$ cat src/rtl/ps2_key_ctrl.sv
// PS/2 scan-code sequencer: pops receiver FIFO bytes, tracks held key / ASCII / BCD press count, drives 6 hex digits.
// Key state updates 1 edge after the pop strobe and the display 1 edge later; one byte per 3 cycles, waits on ps2_ready.
module ps2_key_ctrl #(
  parameter int CNT_MAX    = 99,
  parameter bit HOLD_BLANK = 1'b1
) (
  input  logic        clk,
  input  logic        resetn,
  input  logic [7:0]  ps2_data,
  input  logic        ps2_ready,
  input  logic        ps2_overflow,
  output logic        ps2_nextdata_n,
  output logic        key_valid,
  output logic [7:0]  key_code,
  output logic [7:0]  key_ascii,
  output logic [7:0]  press_cnt,
  output logic [23:0] digits,
  output logic [5:0]  dig_en,
  output logic        err_ovf
);

  typedef enum logic [1:0] {
    ST_IDLE = 2'd0,
    ST_POP  = 2'd1,
    ST_GAP  = 2'd2
  } state_e;

  localparam logic [7:0] BREAK_CODE = 8'hF0;
  localparam logic [7:0] EXT_CODE   = 8'hE0;
  localparam logic [3:0] MAX_TENS   = 4'(CNT_MAX / 10);
  localparam logic [3:0] MAX_ONES   = 4'(CNT_MAX % 10);

  state_e      state_q;
  logic [7:0]  byte_q;
  logic        nextdata_n_q;
  logic        key_valid_q, key_valid_d;
  logic [7:0]  key_code_q, key_code_d;
  logic [7:0]  key_ascii_q, key_ascii_d;
  logic [7:0]  cnt_q, cnt_d;
  logic        break_q, break_d;
  logic        ext_q, ext_d;
  logic        err_ovf_q;
  logic [23:0] digits_q;
  logic [5:0]  dig_en_q;

  function automatic logic [7:0] ascii_lut(input logic [7:0] code);
    logic [7:0] a;
    case (code)
      8'h1C: a = 8'h41; 8'h32: a = 8'h42; 8'h21: a = 8'h43; 8'h23: a = 8'h44;
      8'h24: a = 8'h45; 8'h2B: a = 8'h46; 8'h34: a = 8'h47; 8'h33: a = 8'h48;
      8'h43: a = 8'h49; 8'h3B: a = 8'h4A; 8'h42: a = 8'h4B; 8'h4B: a = 8'h4C;
      8'h3A: a = 8'h4D; 8'h31: a = 8'h4E; 8'h44: a = 8'h4F; 8'h4D: a = 8'h50;
      8'h15: a = 8'h51; 8'h2D: a = 8'h52; 8'h1B: a = 8'h53; 8'h2C: a = 8'h54;
      8'h3C: a = 8'h55; 8'h2A: a = 8'h56; 8'h1D: a = 8'h57; 8'h22: a = 8'h58;
      8'h35: a = 8'h59; 8'h1A: a = 8'h5A;
      8'h45: a = 8'h30; 8'h16: a = 8'h31; 8'h1E: a = 8'h32; 8'h26: a = 8'h33;
      8'h25: a = 8'h34; 8'h2E: a = 8'h35; 8'h36: a = 8'h36; 8'h3D: a = 8'h37;
      8'h3E: a = 8'h38; 8'h46: a = 8'h39;
      default: a = 8'h00;
    endcase
    return a;
  endfunction

  // BCD increment that wraps to 00 after CNT_MAX; ones never exceed 9.
  function automatic logic [7:0] bcd_inc(input logic [7:0] cnt);
    logic [7:0] r;
    if (cnt == {MAX_TENS, MAX_ONES})  r = 8'h00;
    else if (cnt[3:0] >= 4'd9)        r = {cnt[7:4] + 4'd1, 4'd0};
    else                              r = {cnt[7:4], cnt[3:0] + 4'd1};
    return r;
  endfunction

  always_comb begin
    key_valid_d = key_valid_q;
    key_code_d  = key_code_q;
    key_ascii_d = key_ascii_q;
    cnt_d       = cnt_q;
    break_d     = break_q;
    ext_d       = ext_q;
    if (byte_q == BREAK_CODE) begin
      break_d = 1'b1;
    end else if (byte_q == EXT_CODE) begin
      ext_d = 1'b1;
    end else if (break_q) begin
      if (key_valid_q && (byte_q == key_code_q)) key_valid_d = 1'b0;
      break_d = 1'b0;
      ext_d   = 1'b0;
    end else begin
      // A repeat of the held key is typematic and must not count again.
      if (!(key_valid_q && (byte_q == key_code_q))) begin
        key_code_d  = byte_q;
        key_ascii_d = ext_q ? 8'h00 : ascii_lut(byte_q);
        key_valid_d = 1'b1;
        cnt_d       = bcd_inc(cnt_q);
      end
      ext_d = 1'b0;
    end
  end

  always_ff @(posedge clk or negedge resetn) begin
    if (!resetn) begin
      state_q      <= ST_IDLE;
      byte_q       <= 8'h00;
      nextdata_n_q <= 1'b1;
      key_valid_q  <= 1'b0;
      key_code_q   <= 8'h00;
      key_ascii_q  <= 8'h00;
      cnt_q        <= 8'h00;
      break_q      <= 1'b0;
      ext_q        <= 1'b0;
      err_ovf_q    <= 1'b0;
      digits_q     <= 24'h0;
      dig_en_q     <= {2'b11, {4{~HOLD_BLANK}}};
    end else begin
      case (state_q)
        ST_IDLE: begin
          if (ps2_ready) begin
            byte_q       <= ps2_data;
            nextdata_n_q <= 1'b0;
            state_q      <= ST_POP;
          end
        end
        ST_POP: begin
          nextdata_n_q <= 1'b1;
          key_valid_q  <= key_valid_d;
          key_code_q   <= key_code_d;
          key_ascii_q  <= key_ascii_d;
          cnt_q        <= cnt_d;
          break_q      <= break_d;
          ext_q        <= ext_d;
          state_q      <= ST_GAP;
        end
        ST_GAP: begin
          state_q <= ST_IDLE;
        end
        default: begin
          nextdata_n_q <= 1'b1;
          state_q      <= ST_IDLE;
        end
      endcase
      // Overflow desynchronises the prefix stream, so pending prefixes are dropped.
      if (ps2_overflow) begin
        err_ovf_q <= 1'b1;
        break_q   <= 1'b0;
        ext_q     <= 1'b0;
      end
      digits_q <= {cnt_q, key_ascii_q, key_code_q};
      dig_en_q <= {2'b11, {4{key_valid_q | ~HOLD_BLANK}}};
    end
  end

  assign ps2_nextdata_n = nextdata_n_q;
  assign key_valid      = key_valid_q;
  assign key_code       = key_code_q;
  assign key_ascii      = key_ascii_q;
  assign press_cnt      = cnt_q;
  assign digits         = digits_q;
  assign dig_en         = dig_en_q;
  assign err_ovf        = err_ovf_q;

endmodule

$ cat config.mk
export PLATFORM = sky130hd
export DESIGN_NAME = ps2_key_ctrl
export DESIGN_NICKNAME = d
export VERILOG_FILES = /design/src/rtl/ps2_key_ctrl.sv
export SDC_FILE = /design/constraint.sdc
export NUM_CORES = 1
export LEC_CHECK = 0
export ABC_AREA = 0
export CORE_MARGIN = 2
export CORE_UTILIZATION = 52
export CTS_BUF_LIST = sky130_fd_sc_hd__clkbuf_8
export DETAILED_ROUTE_END_ITERATION = 6
export PLACE_DENSITY = 0.82
export REMOVE_ABC_BUFFERS = 1
export SLEW_MARGIN = 20
export SYNTH_ARGS = -nofsm -noshare
export SYNTH_HDL_FRONTEND = slang
export SYNTH_SLANG_ARGS = --single-unit
$ cat constraint.sdc
create_clock -name clk -period 2.56 [get_ports clk]
set_input_delay 0.256 -clock clk [delete_from_list [all_inputs] [get_ports clk]]
set_output_delay 0.256 -clock clk [all_outputs]
set_load 0.005 [all_outputs]
# Word level (Yosys, flattened, before mapping)
# Memory sizes are Yosys's and may differ from the RTL's.
# Cells that the tools add are included.
# W data, S select, Z words.
[classes]
add_sub_neg = 2
muxes = 19
bitwise = 5
n_reduce_logical = 11
n_lt_le_gt_ge = 1
n_eq_ne = 11
[op_table]
columns = ["operator", "count"]
rows = [
  ["$mux W8", 4],
  ["$eq A8 B8 Y1 const B", 3],
  ["$mux W1", 12],
  ["$reduce_and A5 Y1", 2],
  ["$add A4 B1 Y4 const B", 2],
  ["$eq A8 B8 Y1", 1],
  ["$reduce_and A2 Y1", 4],
  ["$ne A2 B2 Y1 const B", 3],
  ["$reduce_and A6 Y1", 1],
  ["$not A1 Y1", 5],
  ["$ge A4 B4 Y1 const B", 1],
  ["$pmux W2 S2", 1],
  ["$reduce_bool A2 Y1", 2],
  ["$ne A3 B3 Y1 const B", 1],
  ["$eq A2 B1 Y1 const B", 1],
  ["$eq A2 B2 Y1 const B", 1],
  ["$logic_not A2 Y1", 1],
  ["$mux W2", 1],
  ["$ne A2 B1 Y1 const B", 1],
  ["$pmux W1 S2", 1],
  ["$logic_and A1 B1 Y1", 1],
]
[word_totals]
reg_bits = 64
mem_count = 1
word_cells = 63
rom_bits = 896
input_bits = 12
[memory_table]
columns = ["name", "words", "word_bits", "rd", "rd_clocked_by_memory_dff", "write_ports", "line_no", "rtl"]
rows = [
  ["(name not given)", 128, 7, 1, 0, 0, "48", "case (code)"],
]

# Longest topological paths before layout
# Gate-level depths: netlist of the first run.
[depth]
depth_word = 5
ltp_mapped = 9

# Worst setup path after synthesis of the first run
# Ideal clock, no wire load.
[synth_path]
kind = "flip-flop to flip-flop"
start = "register byte_q[1]"
end = "register cnt_q[7], in the netlist press_cnt[7]"
path_buffers = 1
setup_time_ns = 0.126
path_slack_ns = 0.291
arrival_time_ns = 2.144
period_less_slack_ns = 2.269
t_required_ns = 2.434
stages_incl_launch_ff = 9
path_cell_list = "dfrtp_1 > clkbuf_1 > inv_1 > ha_1 > nand4b_2 > o21ai_2 > or3_4 > or2_4 > a221o_1"
[synth_between]
elab_chain_len = 4
word_cells_on_any_way = 8
cone_classes = "eq/ne (3); bitwise (3); reduce/logical (2)"
[synth_lines]
columns = ["item", "line_no", "rtl"]
rows = [
  ["start: declaration", "34", "logic [7:0] byte_q;"],
  ["start signal: assignment", "118", "byte_q <= ps2_data;"],
  ["$eq A8 B8 Y1", "90", "if (!(key_valid_q && (byte_q == key_code_q))) begin"],
  ["$logic_and A1 B1 Y1", "90", ""],
  ["$not A1 Y1 (no line)", "n/a", ""],
  ["$reduce_and A6 Y1 (no line) (*)", "n/a", ""],
  ["end signal: assignment", "128", "cnt_q <= cnt_d;"],
  ["end: declaration", "39", "logic [7:0] cnt_q, cnt_d;"],
]
# Every way passes the cells marked *; elsewhere a longest branch is shown, timed or not.
# A chain may end at the register's enable or synchronous reset.

# Worst setup path after layout of the first run
# Ends and elaborated chain as after synthesis.

==> results of run 1 <==
## path summary, 6_finish.rpt
| check | slack [ns] | from | end | depth (start not counted) |
|---|---|---|---|---|
| hold / removal | 0.33 | resetn | byte_q[2]$_DFFE_PN0P_ | 2 |
| setup reg to reg | 0.19 | byte_q[1]$_DFFE_PN0P_ | press_cnt[7]$_DFFE_PN0P_ | 7 |
| hold reg to reg | 0.41 | key_ascii[6]$_DFFE_PN0P_ | digits[14]$_DFF_PN0_ | 0 |
| min in group clk | 0.41 | key_ascii[6]$_DFFE_PN0P_ | digits[14]$_DFF_PN0_ | 0 |
| max in group asynchronous | 1.62 | resetn | key_code[3]$_DFFE_PN0P_ | 3 |
| setup / recovery | 0.19 | byte_q[1]$_DFFE_PN0P_ | press_cnt[7]$_DFFE_PN0P_ | 7 |
## through the flow
step / setup TNS (ns) / setup slack [ns]
after floorplan: -0.351 / -0.0704
after global placement: 0 / 0.299
after detailed placement: 0 / 0.199
after CTS: 0 / 0.197
after global routing: 0 / 0.0589
final: 0 / 0.190
## per-layer routing
layer | track usage (%) | vias up | part of all wire [%]
met4 | 13.7 | 0 | 2.3
li1 | - | 1171 | -
met1 | 33.7 | 1179 | 46
met3 | 5.22 | 16 | 6.1
met5 | 0 | - | 0
met2 | 35.0 | 95 | 46
## power by group
group | internal [mW] | switching, mW | total [mW]
registers | 1.29 | 0.277 | 1.56
logic | 0.958 | 0.753 | 1.71
clock network | 0.741 | 0.389 | 1.13
## area by class of cell
class                           count  area [um2]
Sequential cell                    62        1550
Clock buffer                        9         124
Inverter                           10        37.5
Multi-Input combinational cell    201        1380
Fill cell                         443        1790
Clock inverter                      7         138
Tap cell                           75        93.8
Timing Repair Buffer               77         736
## registers in the layout, indices dropped and copies added (netlist names)
name            count
byte_q              8
ext_q               1
break_q             1
press_cnt           8
key_code            8
state_q             2
key_valid           1
dig_en              1
err_ovf             1
digits             23
ps2_nextdata_n      1
key_ascii           7
## kinds of logic (layout without fill, tap and decap cells)
family / after synthesis / after routing / synth area share, %
xor+xnor: 9 / 9 / 2.54
mux: 15 / 15 / 5.72
other cells: 2 / 4 / 0.242
compound gates: 71 / 71 / 15.1
buf+inv: 37 / 103 / 5.92
flops: 62 / 62 / 50.0
fa+ha+maj: 13 / 13 / 5.24
simple gates: 89 / 89 / 15.3
## timing repair
item | in CTS | in global routing
hold endpoints to repair | 10 | 0
setup buffers | 0 | 0
hold buffers | 1 | 0
resized for setup | 0 | 0
## cell usage in the layout, fill, tap and decap left out, drive strengths merged, types with 2 or more instances in the layout
cell,instances
or2,2
a22oi,3
inv,11
clkdlybuf4s50,63
nand4,3
xnor2,9
or3,3
a32o,2
nor2b,6
clkinv,2
a21oi,10
a32oi,2
o211ai,6
ha,13
nand3,7
o21ai,25
o31ai,5
nor3,7
mux2,12
clkbuf,9
nand2b,5
a21o,3
buf,13
nand3b,2
nor2,13
a2111oi,2
nand4b,4
dfrtp,61
mux2i,2
bufinv,4
conb,4
nor3b,4
nand2,29
==> impl_metrics.toml, run 1 <==
[status]
outcome = "complete, no violations"

[floorplan]
core_mm2 = 0.00585
start_util_pct = 53.1
die_y_um = 81.3
rows = 28
die_area_mm2 = 0.00661
die_w_um = 81.3
ioPinCount = 69

[placement]
routabilityCongestion = 0.894
placed_cell_area_mm2 = 0.00379
hpwlAfterDp_um = 5240
portBuffers = 64
dp_cells = 424

[synth]
yosys_register_bits = 62
synthTopCellsByCount = "61 x dfrtp_1, 29 x nand2_1, 24 x o21ai_0, 13 x ha_1, 13 x nor2_1"
synth_most_common_cell = "dfrtp_1"
synth_top_cell_area_share_pct = 49.2
synthTopCellsByArea = "dfrtp_1 49%, ha_1 5.2%, mux2_2 4.4%"
netlist_instances = 298
yosysSeqAreaShare_pct = 50.0
ys.flop_type = "dfrtp_1"
synth_top_area_cell = "dfrtp_1"
netlist_area_mm2 = 0.00311
ys_warn_count = 0
avgSynthCellArea_um2 = 10.4
synth_edf_count = 0
async_flop_share_pct = 100
synth_cell_types = 55

[timing]
rsz0062_at_grt = "no"
hold_viol_final = 0
maxSlewViolCount = 0
slew_headroom_pct = 61.8
clock.fmax_ghz = 0.422
worstMarginPinSlew_ns = 0.558
skew_ns = 0.00860
min_period_over_period_pct = 92.6
whs_ns = 0.326
finalSetupViolations = 0
fin_crit_ns = 2.37

[grt]
grt_util_all_layers_pct = 24.2
grt_pass1_vias = 2374
grt_max_degree = 27
gr-total-overflow = 0
antenna_found_initial = 0
grt_pass1_wl_um = 11900

[critical_path]
path_buf_inv = 1
cp-end-kind = "flop"
crit_chain = "inv_1, ha_1, nand4b_2, o21ai_2, or3_4, or2_4, a221o_1"
worstSetupPathType = "reg -> reg"
cpPeakStageDelay_ns = 0.54
slowest_stage = "dfrtp_1"
cp_max_fo = 11
cp_data_arrival_time_ns = 2.60
required_ns = 2.80
path_delay_family = "simple AND/OR/NAND/NOR gates"
cp-start-kind = "flop"

[flow_run]
cap_violations = 0

[drt]
drc = 0
dr.pass1.iters = 4
vias_per_cell = 5.58
ant_nets = 0
wl_per_cell_um = 16.5
vias = 2461
wl_um = 7260
drt-initial-drc-count = 200

[cells_and_area]
final_area_mm2 = 0.00406
fin_cells = 441
nets = 386
drive_gt1_share_pct = 13.4
final_util_pct = 69.4
antenna_cells = 0
area_delta_synth_final_pct = 30.7

[power]
power_mw = 4.41
power_density_mw_per_mm2 = 1090
vdd_ir_drop_max_v = 0.000748
leakagePower_nw = 1.74

[clock_network]
cts_buffer_depth = 2
cts_tree = "yes"
cts.sinks = 62
insertion_delay_ns = 0.35
clk_pin_slew_worst_paths_ns = 0.07
root_buffer = "clkbuf_8"
cts_buffers = 9
htreeDepth = 3

[worst_hold_path]
hp-class = "in -> async"
Power figures use the tool's default switching activity.
==> run 2, diff against run 1 <==
--- a/config.mk
+++ b/config.mk
@@ -5,12 +5,13 @@
 export SDC_FILE = /design/constraint.sdc
 export NUM_CORES = 1
 export LEC_CHECK = 0
-export ABC_AREA = 0
+export ABC_AREA = 1
 export CORE_MARGIN = 2
-export CORE_UTILIZATION = 52
+export CORE_UTILIZATION = 53
 export CTS_BUF_LIST = sky130_fd_sc_hd__clkbuf_8
 export DETAILED_ROUTE_END_ITERATION = 6
-export PLACE_DENSITY = 0.82
+export MAX_ROUTING_LAYER = met4
+export PLACE_DENSITY = 0.83
 export REMOVE_ABC_BUFFERS = 1
 export SLEW_MARGIN = 20
 export SYNTH_ARGS = -nofsm -noshare
==> run 2 against run 1 <==
  * Non-clock buffer count down 7
  * Sequential cell count unchanged
  * Sequential share of layout area about the same
  * Maximum frequency up 7.1%
  * Critical endpoint is now key_code[2]$_DFFE_PN0P_
  * Largest cell class unchanged
  * Largest power group unchanged
  * Die area up 1.0%
  * Setup slack better by 0.16 ns
  * Synthesized cell count up 32%
  * Cell count up 22%
  * Routed wire length up 4.9%
==> impl_metrics.toml, run 2 <==
[status]
outcome = "complete, no violations"

[synth]
netlist_area_mm2 = 0.00320
synth_cell_types = 34
synthTopCellsByCount = "132 x nand2_1, 61 x dfrtp_1, 35 x nand3_1, 30 x inv_1, 27 x o21ai_0"
ys.flop_type = "dfrtp_1"
yosys_register_bits = 62
yosysSeqAreaShare_pct = 48.5
synth_most_common_cell = "nand2_1"
synthTopCellsByArea = "dfrtp_1 48%, nand2_1 15%, nand3_1 5.5%"
async_flop_share_pct = 100
synth_edf_count = 0
netlist_instances = 392
synth_top_area_cell = "dfrtp_1"
synth_top_cell_area_share_pct = 47.7
ys_warn_count = 0
avgSynthCellArea_um2 = 8.16

[critical_path]
cp-end-kind = "flop"
cpPeakStageDelay_ns = 0.42
required_ns = 2.75
worstSetupPathType = "reg -> reg"
path_common_cell = "nand3_2"
crit_chain = "inv_1, or2_2, nand3_2, nor2_2, nand2_2, ha_1, nand3_2, buf_4, nand2_1, o21ai_0"
slowest_stage = "dfrtp_1"
cp-start-kind = "flop"
cp_data_arrival_time_ns = 2.41
cp_max_fo = 16

[clock_network]
cts_tree = "yes"
clk_pin_slew_worst_paths_ns = 0.07
cts_resized = 0
cts_buffer_depth = 2
htreeDepth = 3
ctsHoldBuffers = 0
insertion_delay_ns = 0.34
cts_setup_buffers = 0
cts_buffers = 9
cts.sinks = 62
root_buffer = "clkbuf_8"

[cells_and_area]
final_util_pct = 68.9
largest_reg_flops = 23
layout_commonest_cell = "nand2_1"
mostFrequentLayoutCells = "132 x nand2_1, 63 x clkdlybuf4s50_1, 61 x dfrtp_1"
drive_gt1_share_pct = 9.76
final_area_mm2 = 0.00406
area_delta_synth_final_pct = 26.8
antenna_cells = 0
nets = 481

[floorplan]
start_util_pct = 54.4
die_w_um = 81.7
core_mm2 = 0.00589
die_area_mm2 = 0.00667
ioPinCount = 69
die_y_um = 81.7
rows = 28

[power]
power_mw = 4.21
leakagePower_nw = 2.00
power_density_mw_per_mm2 = 1040
p_sw_share_pct = 36.0
vdd_ir_drop_max_v = 0.000591
combPwrFrac_pct = 41.4
switching_power_mw = 1.51
internal_power_mw = 2.69
pwr-share-clk_pct = 20.6
seqPwrFrac_pct = 38.1

[timing]
timing.final.ws_setup_ns = 0.347
slew_headroom_pct = 49.5
hold_viol_final = 0
clock.fmax_ghz = 0.452
finalSetupViolations = 0
tns_ns = 0
maxSlewViolCount = 0
skew_ns = 0.00952
min_period_over_period_pct = 86.4
rsz0062_at_grt = "no"
fin_crit_ns = 2.21
worstMarginPinSlew_ns = 0.757

[placement]
hpwlAfterDp_um = 5560
placed_cell_area_mm2 = 0.00385
routabilityCongestion = 0.896
portBuffers = 64
dpl_worst_slack_ns = 0.347

[grt]
grt_util_all_layers_pct = 26.0
grt_pass1_wl_um = 12600
use_met2_pct = 40.9
antenna_found_initial = 0
gr-total-overflow = 0
grt_max_degree = 63
gr-usage-met1_pct = 32.3
grt_use_met3_pct = 6.92
grt_pass1_vias = 2648
grt_busiest_layer = "met2"

[flow_run]
cap_violations = 0

[drt]
wl_per_cell_um = 14.2
vias_per_cell = 5.22
drc = 0
dr.pass1.iters = 4
wl_um = 7610
vias = 2799
drt-initial-drc-count = 196
ant_nets = 0

[worst_hold_path]
hp-class = "in -> async"
## run 2: cell count changes after synthesis, sizes merged, moves of 7 or more
cell,delta
clkbuf,-11
inv,+22
mux2,-12
nand2,+110
nand3,+32
nor2,+11
xnor2,-7
## run 2: worst paths after layout
path | cells past startpoint | slack, ns | startpoint | to
hold / removal | 2 | 0.07 | resetn | dig_en[0]$_DFF_PN0_
setup reg to reg | 10 | 0.35 | byte_q[5]$_DFFE_PN0P_ | key_code[2]$_DFFE_PN0P_
max in group asynchronous | 2 | 1.99 | resetn | digits[14]$_DFF_PN0_
min in group clk | 0 | 0.42 | key_ascii[2]$_DFFE_PN0P_ | digits[10]$_DFF_PN0_
hold reg to reg | 0 | 0.42 | key_ascii[2]$_DFFE_PN0P_ | digits[10]$_DFF_PN0_
setup / recovery | 10 | 0.35 | byte_q[5]$_DFFE_PN0P_ | key_code[2]$_DFFE_PN0P_
## run 2: layer usage
layer	part of all wire (%)	vias to the layer above
met5	0	-
met4	1.9	0
met3	7.1	20
met2	50	118
met1	41	1303
li1	-	1358
## run 2: cells by family (layout without fill, tap and decap cells)
family / Yosys count / in the layout / synth area share [%]
AND/OR/NAND/NOR: 216 / 216 / 29.9
flip-flops: 62 / 62 / 48.5
buffers and inverters: 52 / 119 / 7.86
AO/OA/AOI/OAI: 42 / 42 / 7.00
adder cells (fa/ha/maj): 13 / 13 / 5.08
XOR/XNOR: 5 / 5 / 1.37
other: 2 / 4 / 0.235
## run 2: cell type report
| type | instances | area (um2) |
|---|---|---|
| clock inverters | 5 | 50.0 |
| clock buffers | 11 | 151 |
| flip-flops and latches | 62 | 1550 |
| repair buffers | 70 | 681 |
| fillers | 479 | 1830 |
| multi-input cells | 280 | 1400 |
| inverters | 33 | 124 |
| well taps | 75 | 93.8 |
## run 2: per-stage QoR
| step | hold slack [ns] | cells |
|---|---|---|
| 6_report | 0.0705 | 536 |
| 5_1_grt | 0.146 | 536 |
| 4_1_cts | 0.0928 | 536 |
| 3_5_place_dp | 0.395 | 520 |
| 3_3_place_gp | 0.396 | 520 |
| 2_1_floorplan | -0.0396 | 375 |
## run 2: worst max-delay path: cells and delay by family, from the launching register on
family / cells / cell delay, ns
AOI/OAI and AO/OA: 1 / 0.08
adders and majority gates: 1 / 0.20
buffers and inverters: 2 / 0.48
DFF: 1 / 0.42
and+or+nand+nor: 6 / 0.86
## run 2: power groups by stage
stage,Sequential (mW),Clock (mW),Combinational (mW)
6_report,1.60,0.865,1.74
5_1_grt,1.65,0.915,1.96
4_1_cts,1.60,0.877,1.75
3_5_place_dp,1.62,0,1.73
3_3_place_gp,1.60,0,1.71
2_1_floorplan,1.61,0,0.763
